<file path="src/rtl/seg_scroll_capture.sv">
// Receive side of the nibble-scroll display: samples the 4-digit window each scroll tick,
// rebuilds the 6-nibble circular message, aligns it on the marker and recovers the payload.
module seg_scroll_capture #(
    parameter logic [3:0] MARK   = 4'hC,
    parameter int         RCNT_W = 4
) (
    input  logic              clk_3,
    input  logic              clr,
    input  logic              en,
    input  logic [15:0]       scroll_window,
    output logic [19:0]       data_out,
    output logic              data_valid,
    output logic              frame_stb,
    output logic              locked,
    output logic              ambig,
    output logic [RCNT_W-1:0] resync_cnt
);

    typedef enum logic [1:0] {
        SEED   = 2'd0,
        FILL   = 2'd1,
        VERIFY = 2'd2,
        LOCKED = 2'd3
    } state_t;

    localparam logic [RCNT_W-1:0] RCNT_MAX = {RCNT_W{1'b1}};
    localparam logic [RCNT_W-1:0] RCNT_ONE = {{(RCNT_W-1){1'b0}}, 1'b1};

    state_t            state_r, state_s;
    logic [23:0]       ring_r, ring_s;
    logic [2:0]        cnt_r, cnt_s;
    logic [2:0]        vcnt_r, vcnt_s;
    logic [15:0]       prev_r, prev_s;
    logic [19:0]       data_out_r, data_out_s;
    logic              data_valid_r, data_valid_s;
    logic              frame_stb_r, frame_stb_s;
    logic              locked_r, locked_s;
    logic              ambig_r, ambig_s;
    logic [RCNT_W-1:0] resync_r, resync_s;

    logic              consistent_s;
    logic              step_ok_s;
    logic [3:0]        nib_s;
    logic [23:0]       pushed_s;
    logic [23:0]       seeded_s;
    logic [2:0]        mark_cnt_s;
    logic [2:0]        mark_idx_s;
    logic [23:0]       aligned_s;

    function automatic logic [2:0] mark_count(input logic [23:0] r);
        logic [2:0] c;
        c = 3'd0;
        for (int i = 0; i < 6; i++) begin
            if (r[4*i +: 4] == MARK) begin
                c = c + 3'd1;
            end else begin
                c = c;
            end
        end
        return c;
    endfunction

    function automatic logic [2:0] mark_index(input logic [23:0] r);
        logic [2:0] idx;
        idx = 3'd5;
        for (int i = 0; i < 6; i++) begin
            if (r[4*i +: 4] == MARK) begin
                idx = 3'(i);
            end else begin
                idx = idx;
            end
        end
        return idx;
    endfunction

    // Rotate so that nibble idx ends up in the top nibble position.
    function automatic logic [23:0] rotate_to_top(input logic [23:0] r, input logic [2:0] idx);
        logic [23:0] o;
        case (idx)
            3'd0:    o = {r[3:0],  r[23:4]};
            3'd1:    o = {r[7:0],  r[23:8]};
            3'd2:    o = {r[11:0], r[23:12]};
            3'd3:    o = {r[15:0], r[23:16]};
            3'd4:    o = {r[19:0], r[23:20]};
            default: o = r;
        endcase
        return o;
    endfunction

    // Per-tick datapath: rotation check, ring push/seed and marker alignment of the pushed ring.
    always_comb begin
        nib_s        = scroll_window[15:12];
        consistent_s = (scroll_window[11:0] == prev_r[15:4]);
        step_ok_s    = consistent_s && (nib_s == ring_r[3:0]);
        pushed_s     = {nib_s, ring_r[23:4]};
        seeded_s     = {scroll_window, 8'h00};
        mark_cnt_s   = mark_count(pushed_s);
        mark_idx_s   = mark_index(pushed_s);
        aligned_s    = rotate_to_top(pushed_s, mark_idx_s);
    end

    // Next-state and next-output logic.
    always_comb begin
        state_s      = state_r;
        ring_s       = ring_r;
        cnt_s        = cnt_r;
        vcnt_s       = vcnt_r;
        prev_s       = prev_r;
        data_out_s   = data_out_r;
        data_valid_s = data_valid_r;
        ambig_s      = ambig_r;
        resync_s     = resync_r;
        frame_stb_s  = 1'b0;

        if (en) begin
            prev_s = scroll_window;
            case (state_r)
                SEED: begin
                    ring_s  = seeded_s;
                    cnt_s   = 3'd4;
                    state_s = FILL;
                end
                FILL: begin
                    if (consistent_s) begin
                        ring_s = pushed_s;
                        cnt_s  = cnt_r + 3'd1;
                        if (cnt_r == 3'd5) begin
                            state_s = VERIFY;
                            vcnt_s  = 3'd0;
                        end else begin
                            state_s = FILL;
                        end
                    end else begin
                        ring_s = seeded_s;
                        cnt_s  = 3'd4;
                    end
                end
                VERIFY, LOCKED: begin
                    if (step_ok_s) begin
                        ring_s = pushed_s;
                        if ((state_r == LOCKED) || (vcnt_r == 3'd5)) begin
                            state_s = LOCKED;
                            vcnt_s  = 3'd0;
                            if (mark_cnt_s == 3'd1) begin
                                data_out_s   = aligned_s[19:0];
                                data_valid_s = 1'b1;
                                ambig_s      = 1'b0;
                                frame_stb_s  = ~data_valid_r;
                            end else begin
                                data_valid_s = 1'b0;
                                ambig_s      = 1'b1;
                            end
                        end else begin
                            vcnt_s = vcnt_r + 3'd1;
                        end
                    end else begin
                        // Lock loss only counts once we were actually locked.
                        if (state_r == LOCKED) begin
                            resync_s = (resync_r == RCNT_MAX) ? resync_r : resync_r + RCNT_ONE;
                        end else begin
                            resync_s = resync_r;
                        end
                        data_valid_s = 1'b0;
                        ambig_s      = 1'b0;
                        ring_s       = seeded_s;
                        cnt_s        = 3'd4;
                        vcnt_s       = 3'd0;
                        state_s      = FILL;
                    end
                end
                default: begin
                    state_s      = SEED;
                    ring_s       = 24'h000000;
                    cnt_s        = 3'd0;
                    vcnt_s       = 3'd0;
                    data_valid_s = 1'b0;
                    ambig_s      = 1'b0;
                end
            endcase
        end else begin
            frame_stb_s = 1'b0;
        end

        locked_s = (state_s == LOCKED);
    end

    // State and output registers with asynchronous clear.
    always_ff @(posedge clk_3 or posedge clr) begin
        if (clr) begin
            state_r      <= SEED;
            ring_r       <= 24'h000000;
            cnt_r        <= 3'd0;
            vcnt_r       <= 3'd0;
            prev_r       <= 16'h0000;
            data_out_r   <= 20'h00000;
            data_valid_r <= 1'b0;
            frame_stb_r  <= 1'b0;
            locked_r     <= 1'b0;
            ambig_r      <= 1'b0;
            resync_r     <= {RCNT_W{1'b0}};
        end else begin
            state_r      <= state_s;
            ring_r       <= ring_s;
            cnt_r        <= cnt_s;
            vcnt_r       <= vcnt_s;
            prev_r       <= prev_s;
            data_out_r   <= data_out_s;
            data_valid_r <= data_valid_s;
            frame_stb_r  <= frame_stb_s;
            locked_r     <= locked_s;
            ambig_r      <= ambig_s;
            resync_r     <= resync_s;
        end
    end

    assign data_out   = data_out_r;
    assign data_valid = data_valid_r;
    assign frame_stb  = frame_stb_r;
    assign locked     = locked_r;
    assign ambig      = ambig_r;
    assign resync_cnt = resync_r;

endmodule

</file>
<file path="config.mk">
export PLATFORM = sky130hd
export DESIGN_NAME = seg_scroll_capture
export DESIGN_NICKNAME = d
export VERILOG_FILES = /design/src/rtl/seg_scroll_capture.sv
export SDC_FILE = /design/constraint.sdc
export NUM_CORES = 1
export LEC_CHECK = 0
export CAP_MARGIN = 10
export CELL_PAD_IN_SITES_DETAIL_PLACEMENT = 1
export CELL_PAD_IN_SITES_GLOBAL_PLACEMENT = 1
export CORE_ASPECT_RATIO = 0.5
export CORE_MARGIN = 3
export CORE_UTILIZATION = 40
export CTS_CLUSTER_SIZE = 12
export DETAILED_ROUTE_END_ITERATION = 10
export GPL_TIMING_DRIVEN = 0
export PLACE_DENSITY_LB_ADDON = 0.1
export SETUP_SLACK_MARGIN = 0.5
export SLEW_MARGIN = 25
export SYNTH_ARGS = -nofsm -noshare
export SYNTH_HDL_FRONTEND = slang
export SYNTH_SLANG_ARGS = --single-unit
</file>
<file path="constraint.sdc">
create_clock -name clk_3 -period 8.17 [get_ports clk_3]
set_clock_uncertainty 0.15 [all_clocks]
set_input_delay 1.2255 -clock clk_3 [delete_from_list [all_inputs] [get_ports clk_3]]
set_output_delay 1.2255 -clock clk_3 [all_outputs]
set_load 0.005 [all_outputs]
</file>
==> results.sh, run 1 <==
export IMPL_syn_avg_cell_area_um2=9.03
export IMPL_rows=26
export IMPL_numCtsBuffers=9
export IMPL_port_buffers=42
export IMPL_fin_nets=575
export IMPL_met2_usage_pct=37.5
export IMPL_grt_overflow=0
export IMPL_synth_compound_area_share_pct=16.6
export IMPL_hold_buffers=0
export IMPL_gp_congestion=0.908
export IMPL_crit_top_cell="ha_1"
export IMPL_ys_seq_area_share_pct=38.5
export IMPL_synth_fa_ha_area_share_pct=3.39
export IMPL_synth_edf_count=0
export IMPL_slew_headroom_pct=31.9
export IMPL_grt_pass1_vias=4154
export IMPL_max_freq_mhz=224
export IMPL_rsz0062_at_grt="no"
export IMPL_ys_seq_elements=68
export IMPL_path_class="reg -> reg"
export IMPL_ys_top_cells_by_area="dfrtp_1 (38%), mux2_2 (11%), a21oi_1 (5.1%)"
export IMPL_io_pins=47
export IMPL_fin_crit_sh_pct=54.7
export IMPL_grt_pass1_wl_um=23400
export IMPL_insertedDiodeCount=0
export IMPL_clkLatencyLatePin_ps=340
export IMPL_drtIter0Drc=409
export IMPL_drv_slew=0
export IMPL_initial_core_util_pct=42.2
export IMPL_critPathBufInv=3
export IMPL_vias=4045
export IMPL_drt_pass1_iterations=6
export IMPL_synthCells=490
export IMPL_muxShareOfSynthArea_pct=13.5
export IMPL_pwr_density_cell_mw_per_mm2=175
export IMPL_dpl_worst_slack_ps=3660
export IMPL_clk_pin_slew_worst_paths_ps=60
export IMPL_antenna_found_initial=0
export IMPL_cp_start_kind="register"
export IMPL_clock_sinks=68
export IMPL_yosys_area_share_simple_pct=16.2
export IMPL_ys_types=52
export IMPL_critPathSlowestCell="ha_1"
export IMPL_ys_warn_count=0
export IMPL_grt_usage_pct=24.7
export IMPL_layout_commonest_cell="dfrtp_1"
export IMPL_crit_arrival_ps=4540
export IMPL_critPathMaxStageDelay_ps=410
export IMPL_p_leak_nw=2.30
export IMPL_clockRootBuffer="clkbuf_16"
export IMPL_synth_ff_type="dfrtp_1"
export IMPL_cp_cell_sequence="clkbuf_1 > nand4bb_1 > ha_1 > xnor2_1 > ha_1 > mux2i_1 > inv_1 > ha_1 > nand2_1 > o21ai_0 > ha_1 > or3_4 > a211oi_4 > buf_6 > mux2_2"
export IMPL_post_cts_buffers=0
export IMPL_met1_usage_pct=35.1
export IMPL_dieArea_mm2=0.0124
export IMPL_wl_um=14800
export IMPL_synthesis_nets=521
export IMPL_fin_setup_tns_ps=0
export IMPL_clock_path_buffers=2
export IMPL_cts_resized=0
export IMPL_grt_use_met3_pct=5.97
export IMPL_core_area_mm2=0.0105
export IMPL_cts_tree="done"
export IMPL_worstPathMaxFanout=10
export IMPL_h_tree_depth=3
export IMPL_hp_class="reg -> reg"
export IMPL_yosysTopAreaCellShare_pct=38.5
export IMPL_endpoint_kind="register"
export IMPL_via_per_inst=5.87
export IMPL_die_w_um=155
export IMPL_synth_area_mm2=0.00443
export IMPL_fp_dieH_um=80.4
export IMPL_grt_max_degree=52
export IMPL_peakVddDrop_mv=0.0856
export IMPL_fin_ws_ps=3700
export IMPL_tightest_slew_ps=1010
export IMPL_route_detailed_drc=0
export IMPL_status="finished clean"
export IMPL_layout_drive_gt1_share_pct=13.5
export IMPL_mostFrequentLayoutCells="dfrtp_1 (68), nand2_1 (52), a21oi_1 (45)"
export IMPL_async_flop_share_pct=100
export IMPL_busiest_layer="met2"
export IMPL_synth_top_cell_by_area="dfrtp_1"
export IMPL_place_hpwl_um=10700
export IMPL_setup_violations=0
export IMPL_syn_to_final_growth_pct=21.3
export IMPL_drt_wirelength_per_cell_um=21.4
export IMPL_period_minus_slack_ps=4470
export IMPL_antenna_left=0
export IMPL_finalHoldViolations=0
export IMPL_crit_required_ps=8240
export IMPL_drv_cap=0
export IMPL_synth_top_family_by_area="compound AO/OA/AOI/OAI gates"
export IMPL_synth_xor_area_share_pct=5.46
export IMPL_cpLargestDelayFamily="adder cells"
==> metrics by stage <==
stage | instance area, um2 | total power [mW] | hold WS [ps] | util (%) | std cells
6_report | 5370 | 0.942 | 314 | 51.3 | 689
3_5_place_dp | 5050 | 0.519 | 303 | 48.2 | 673
3_3_place_gp | 5020 | 0.513 | 301 | 47.9 | 672
4_1_cts | 5370 | 0.947 | 312 | 51.3 | 689
5_1_grt | 5370 | 0.981 | 333 | 51.3 | 689
2_1_floorplan | 4430 | 0.461 | 305 | - | 490
==> cell usage after synthesis, types with 3 or more instances <==
cell type and count:
a211oi_1 3, a21oi_1 45, a221oi_1 3, a222oi_1 8, a22o_1 6, a31oi_1 10, buf_2 3, buf_6 3
clkbuf_1 34, dfrtp_1 68, ha_1 12, inv_1 28, mux2_2 43, mux2i_1 10, nand2_1 52, nand3_1 19
nand4_1 5, nand4bb_1 5, nor2_1 37, nor3_1 3, nor4_1 6, nor4bb_1 3, o21ai_0 29, xnor2_1 6
xor2_1 17
==> where the power goes <==
| part | internal, mW | total (mW) | switching (mW) | leakage, nW |
|---|---|---|---|---|
| Sequential | 0.348 | 0.362 | 0.0134 | 0.881 |
| Clock | 0.275 | 0.425 | 0.149 | 0.153 |
| Combinational | 0.0559 | 0.156 | 0.0996 | 1.26 |
| Total | 0.679 | 0.942 | 0.262 | 2.30 |
==> final timing paths <==
path	cells past startpoint	slack, ps	startpoint	end
max in group asynchronous	3	6290	clr	data_out[2]$_DFFE_PP0P_
hold reg to reg	1	310	data_valid$_DFFE_PP0P_	frame_stb$_DFF_PP0_
setup reg to reg	15	3700	ring_r[8]$_DFFE_PP0P_	data_out[11]$_DFFE_PP0P_
hold / removal	1	310	data_valid$_DFFE_PP0P_	frame_stb$_DFF_PP0_
setup / recovery	15	3700	ring_r[8]$_DFFE_PP0P_	data_out[11]$_DFFE_PP0P_
min in group asynchronous	2	1040	clr	data_out[11]$_DFFE_PP0P_
==> per-layer routing <==
layer  part of all wire (%)  vias up  routed length [um]
li1                       -     1850                   -
met2                     43      155                6350
met3                    6.8       24                1010
met1                     48     2016                7130
met5                      0        -                   0
met4                    1.8        0                 262
==> cells by family after synthesis <==
group	count (synthesis)
flip-flops	68
AND/OR/NAND/NOR	144
XOR/XNOR	25
multiplexers	54
adder cells (fa/ha/maj)	12
buffers and inverters	69
AO/OA/AOI/OAI	118
==> state kept, by name (all words and copies together), names as in the netlist <==
register    flops
ambig           1
cnt_r           3
data_out       20
data_valid      1
frame_stb       1
locked          1
prev_r          8
resync_cnt      4
ring_r         24
state_r         2
vcnt_r          3
==> layout make-up <==
type | instances | area, um2
clock inverters | 4 | 72.6
fillers | 1238 | 5100
multi-input cells | 353 | 2440
clock buffers | 12 | 246
inverters | 28 | 108
flip-flops and latches | 68 | 1700
repair buffers | 43 | 448
well taps | 140 | 175
plain buffers | 41 | 180
Power figures use the tool's default switching activity.
==> run 2: changes to the inputs <==
Clock period 8.17 ns to 4.5 ns, I/O delays scaled along.
==> results.sh, run 2 (synthesis results as in run 1) <==
export IMPL_p_leak_nw=2.45
export IMPL_setup_violations=0
export IMPL_register_area_mm2=0.00171
export IMPL_r2r_end="data_out[1]$_DFFE_PP0P_"
export IMPL_die_w_um=155
export IMPL_layout_drive_gt1_share_pct=20.7
export IMPL_fin_setup_tns_ps=0
export IMPL_grt_usage_pct=25.6
export IMPL_wl_um=15600
export IMPL_insertedDiodeCount=0
export IMPL_hold_buffers=0
export IMPL_worstPathMaxFanout=9
export IMPL_fin_nets=596
export IMPL_via_per_inst=5.89
export IMPL_clk_pin_slew_worst_paths_ps=60
export IMPL_endpoint_kind="register"
export IMPL_tightest_slew_ps=1120
export IMPL_r2r_start="ring_r[8]$_DFFE_PP0P_"
export IMPL_route_detailed_drc=0
export IMPL_io_pins=47
export IMPL_ff2ff_path_depth=21
export IMPL_clock_path_buffers=2
export IMPL_hold_ws_ps=310
export IMPL_pwr_density_cell_mw_per_mm2=305
export IMPL_h_tree_depth=3
export IMPL_drt_pass1_iterations=6
export IMPL_grt_pass1_wl_um=24200
export IMPL_antenna_left=0
export IMPL_holdCritStartpoint="data_valid$_DFFE_PP0P_"
export IMPL_core_area_mm2=0.0105
export IMPL_fillCellCount=1210
export IMPL_drv_cap=0
export IMPL_layout_commonest_cell="dfrtp_1"
export IMPL_mostFrequentLayoutCells="dfrtp_1 (63), nand2_1 (51), a21oi_1 (45)"
export IMPL_r2r_slack_ps=410
export IMPL_grt_overflow=0
export IMPL_drt_wirelength_per_cell_um=22.0
export IMPL_multi_input_area_mm2=0.00255
export IMPL_dieArea_mm2=0.0124
export IMPL_numCtsBuffers=9
export IMPL_fin_crit_sh_pct=91.0
export IMPL_slew_headroom_pct=24.9
export IMPL_largest_register_ffs=24
export IMPL_hold_path_end="frame_stb$_DFF_PP0_"
export IMPL_antenna_found_initial=0
export IMPL_cts_tree="done"
export IMPL_path_class="reg -> reg"
export IMPL_hp_class="reg -> reg"
export IMPL_cp_start_kind="register"
export IMPL_finalHoldViolations=0
export IMPL_grt_max_degree=52
export IMPL_rsz0062_at_grt="yes"
export IMPL_largest_register="ring_r"
export IMPL_drtIter0Drc=476
export IMPL_clockRootBuffer="clkbuf_16"
export IMPL_initial_core_util_pct=42.2
export IMPL_status="finished clean"
export IMPL_clkLatencyLatePin_ps=340
export IMPL_power_total_mw=1.74
export IMPL_port_buffers=42
export IMPL_place_hpwl_um=10700
export IMPL_fp_dieH_um=80.4
export IMPL_rows=26
export IMPL_grt_pass1_vias=4248
export IMPL_peakVddDrop_mv=0.150
export IMPL_vias=4180
export IMPL_final_util_pct=54.3
export IMPL_gp_congestion=0.908
export IMPL_period_minus_slack_ps=4090
export IMPL_place_area_mm2=0.00505
export IMPL_clock_sinks=68
export IMPL_syn_to_final_growth_pct=28.6
export IMPL_crit_required_ps=4570
export IMPL_drv_slew=0
export IMPL_finalInstanceArea_mm2=0.00569
export IMPL_max_freq_mhz=244
export IMPL_crit_arrival_ps=4170
export IMPL_holdPathStages=1
-- run 2: cell types whose count changed in the layout (fill, tap and decap cells not counted), sizes merged --
| cell | delta |
|---|---|
| buf | +22 |
| clkbuf | -1 |
-- run 2: power by group --
part | leakage (nW) | total (mW) | internal, mW | switching, mW
registers | 0.874 | 0.659 | 0.632 | 0.0263
clock network | 0.153 | 0.776 | 0.500 | 0.276
logic | 1.42 | 0.303 | 0.115 | 0.189
total | 2.45 | 1.74 | 1.25 | 0.491
-- run 2: worst max path at each step --
| stage | end | slack [ps] | startpoint | cells past startpoint |
|---|---|---|---|---|
| CTS | data_out[11]$_DFFE_PP0P_ | 510 | ring_r[4]$_DFFE_PP0P_ | 17 |
| floorplan | data_out[0]$_DFFE_PP0P_ | 560 | ring_r[8]$_DFFE_PP0P_ | 15 |
| global placement | data_out[11]$_DFFE_PP0P_ | 100 | ring_r[12]$_DFFE_PP0P_ | 15 |
| global route | data_out[16]$_DFFE_PP0P_ | 250 | ring_r[8]$_DFFE_PP0P_ | 18 |
| detailed placement | data_out[11]$_DFFE_PP0P_ | 40 | ring_r[12]$_DFFE_PP0P_ | 15 |
| finish | data_out[1]$_DFFE_PP0P_ | 410 | ring_r[8]$_DFFE_PP0P_ | 21 |
-- run 2: layer usage --
layer | vias up | global-route usage, % | wire length (um)
met5 | - | 0 | 0
met4 | 0 | 7.05 | 276
met3 | 29 | 6.30 | 1260
met2 | 170 | 39.0 | 6730
met1 | 2087 | 36.3 | 7370
li1 | 1894 | - | -
-- run 2: timing repair --
action	CTS	global route
pin swaps	4	5
endpoints found under the setup margin	23	22
gates cloned	2	0
buffers inserted	15	4
resized for setup	28	20
-- run 2: per-stage QoR --
stage / cells / setup slack, ps
after CTS: 706 / 512
after detailed placement: 673 / 37.6
after floorplan: 490 / 564
final: 710 / 407
after global routing: 710 / 246
after global placement: 672 / 102
-- run 2: layout make-up --
class / count / share of cell area [%]
repair buffers: 64 / 10.9
well taps: 140 / 3.08
multi-input cells: 353 / 44.8
plain buffers: 41 / 3.74
flip-flops and latches: 68 / 30.0
inverters: 28 / 1.89
clock inverters: 4 / 1.27
clock buffers: 12 / 4.33
-- run 2: worst max-delay path, cell delays in order, from the launching register on --
cell       delay [ps]
dfrtp_1           390
buf_8             150
nand4bb_4         280
inv_2              90
ha_2              170
inv_1              50
mux2i_2           190
buf_4             150
buf_4              90
buf_4              90
mux2i_2            70
buf_4             140
buf_4             120
buf_4             120
buf_6             110
o21ai_2           110
ha_1              240
or3_4             380
a211oi_4          240
buf_6             160
buf_6             140
mux2_2            330
==> run 3: changes to the inputs <==
Settings changed: CORE_MARGIN 3 to not set.
==> results.sh, run 3 (synthesis results as in run 1) <==
export IMPL_power_frac_seq_pct=37.9
export IMPL_clockRootBuffer="clkbuf_16"
export IMPL_tightest_slew_ps=1000
export IMPL_holdCritStartpoint="data_valid$_DFFE_PP0P_"
export IMPL_worstPathMaxFanout=8
export IMPL_crit_arrival_ps=4150
export IMPL_fin_setup_tns_ps=0
export IMPL_fin_crit_sh_pct=90.6
export IMPL_layout_drive_gt1_share_pct=21.3
export IMPL_pwr_density_cell_mw_per_mm2=301
export IMPL_startpoint="ring_r[11]$_DFFE_PP0P_"
export IMPL_route_detailed_drc=0
export IMPL_fin_nets=599
export IMPL_path_class="reg -> reg"
export IMPL_p_leak_nw=2.48
export IMPL_via_per_inst=5.96
export IMPL_drt_wirelength_per_cell_um=22.2
export IMPL_clk_pin_slew_worst_paths_ps=60
export IMPL_final_util_pct=55.0
export IMPL_io_pins=47
export IMPL_wl_um=15800
export IMPL_largest_register="ring_r"
export IMPL_peakVddDrop_mv=0.169
export IMPL_antenna_found_initial=0
export IMPL_drt_pass1_iterations=8
export IMPL_cp_start_kind="register"
export IMPL_intPower_mw=1.25
export IMPL_largest_register_ffs=24
export IMPL_hold_buffers=0
export IMPL_numCtsBuffers=9
export IMPL_p_sw_mw=0.490
export IMPL_slew_headroom_pct=32.5
export IMPL_register_area_mm2=0.00171
export IMPL_setup_violations=0
export IMPL_place_hpwl_um=10700
export IMPL_layout_commonest_cell="dfrtp_1"
export IMPL_fp_dieH_um=76.4
export IMPL_grt_max_degree=38
export IMPL_endpoint_kind="register"
export IMPL_drv_cap=0
export IMPL_crit_required_ps=4570
export IMPL_dieArea_mm2=0.0115
export IMPL_drtIter0Drc=455
export IMPL_grt_overflow=0
export IMPL_pwr_share_comb_pct=17.5
export IMPL_swShare_pct=28.2
export IMPL_insertedDiodeCount=0
export IMPL_hp_class="reg -> reg"
export IMPL_clock_sinks=68
export IMPL_r2r_start="ring_r[11]$_DFFE_PP0P_"
export IMPL_rsz0062_at_grt="yes"
export IMPL_grt_pass1_wl_um=24700
export IMPL_grt_pass1_vias=4282
export IMPL_finalHoldViolations=0
export IMPL_max_freq_mhz=245
export IMPL_clkLatencyLatePin_ps=340
export IMPL_cts_tree="done"
export IMPL_clock_path_buffers=2
export IMPL_core_area_mm2=0.0105
export IMPL_mostFrequentLayoutCells="dfrtp_1 (64), nand2_1 (51), a21oi_1 (45)"
export IMPL_dpl_worst_slack_ps=69.3
export IMPL_h_tree_depth=3
export IMPL_vias=4250
export IMPL_grt_usage_pct=29.1
export IMPL_port_buffers=42
export IMPL_gp_congestion=0.896
export IMPL_fin_ws_ps=424
export IMPL_syn_to_final_growth_pct=30.3
export IMPL_multi_input_area_mm2=0.00259
export IMPL_pwr_share_clk_pct=44.6
export IMPL_status="finished clean"
export IMPL_die_w_um=151
export IMPL_fillCellCount=1201
export IMPL_drv_slew=0
export IMPL_antenna_left=0
export IMPL_rows=26
export IMPL_period_minus_slack_ps=4080
export IMPL_initial_core_util_pct=42.2
## run 3: what timing repair did
action | CTS | global route
gates resized for setup | 29 | 32
pin swaps | 6 | 6
buffers inserted | 16 | 7
gates cloned | 1 | 0
hold endpoints to repair | 0 | 0
setup endpoints to repair | 23 | 21
## run 3: critical path: stages, from the launching register on
cell and delay [ps]:
dfrtp_1 590, nand4bb_4 220, ha_4 310, xnor2_2 140, ha_1 310, mux2i_2 210, inv_1 110, ha_4 230
nand2_4 60, o21ai_2 60, ha_1 300, or3_4 400, a211oi_4 260, buf_6 160, buf_6 120, mux2_2 320
## run 3: final timing paths
check / cells past startpoint / slack (ps) / to
setup / recovery: 15 / 420 / data_out[8]$_DFFE_PP0P_
hold / removal: 1 / 320 / frame_stb$_DFF_PP0_
setup reg to reg: 15 / 420 / data_out[8]$_DFFE_PP0P_
hold reg to reg: 1 / 320 / frame_stb$_DFF_PP0_
max in group asynchronous: 3 / 3050 / ring_r[6]$_DFFE_PP0P_
min in group asynchronous: 2 / 560 / ring_r[22]$_DFFE_PP0P_
## run 3: layout make-up
type / count / area share (%)
plain buffers: 41 / 3.73
clock inverters: 4 / 1.26
repair buffers: 67 / 11.2
clock buffers: 12 / 4.28
flip-flops and latches: 68 / 29.6
well taps: 140 / 3.04
multi-input cells: 353 / 45.0
inverters: 28 / 1.87
## run 3: layer usage
metal | up-vias | wire, um | track usage, %
met2 | 194 | 7050 | 42.8
met5 | - | 0 | 0
met1 | 2122 | 7140 | 42.5
met4 | 0 | 250 | 8.20
li1 | 1909 | - | -
met3 | 25 | 1350 | 6.17
## run 3: power groups by stage
stage / Clock [mW] / Combinational (mW) / Sequential [mW]
2_1_floorplan: 0 / 0.182 / 0.656
3_3_place_gp: 0 / 0.267 / 0.665
3_5_place_dp: 0 / 0.274 / 0.666
4_1_cts: 0.784 / 0.288 / 0.656
5_1_grt: 0.817 / 0.328 / 0.660
6_report: 0.774 / 0.304 / 0.658
## run 3: per-stage QoR
step | instances | hold slack (ps) | power (mW) | cell area (um2)
after detailed placement | 673 | 314 | 0.940 | 5040
final | 713 | 319 | 1.74 | 5760
after global routing | 713 | 335 | 1.81 | 5760
after global placement | 672 | 298 | 0.932 | 5020
after CTS | 706 | 322 | 1.73 | 5580
after floorplan | 490 | 305 | 0.838 | 4430
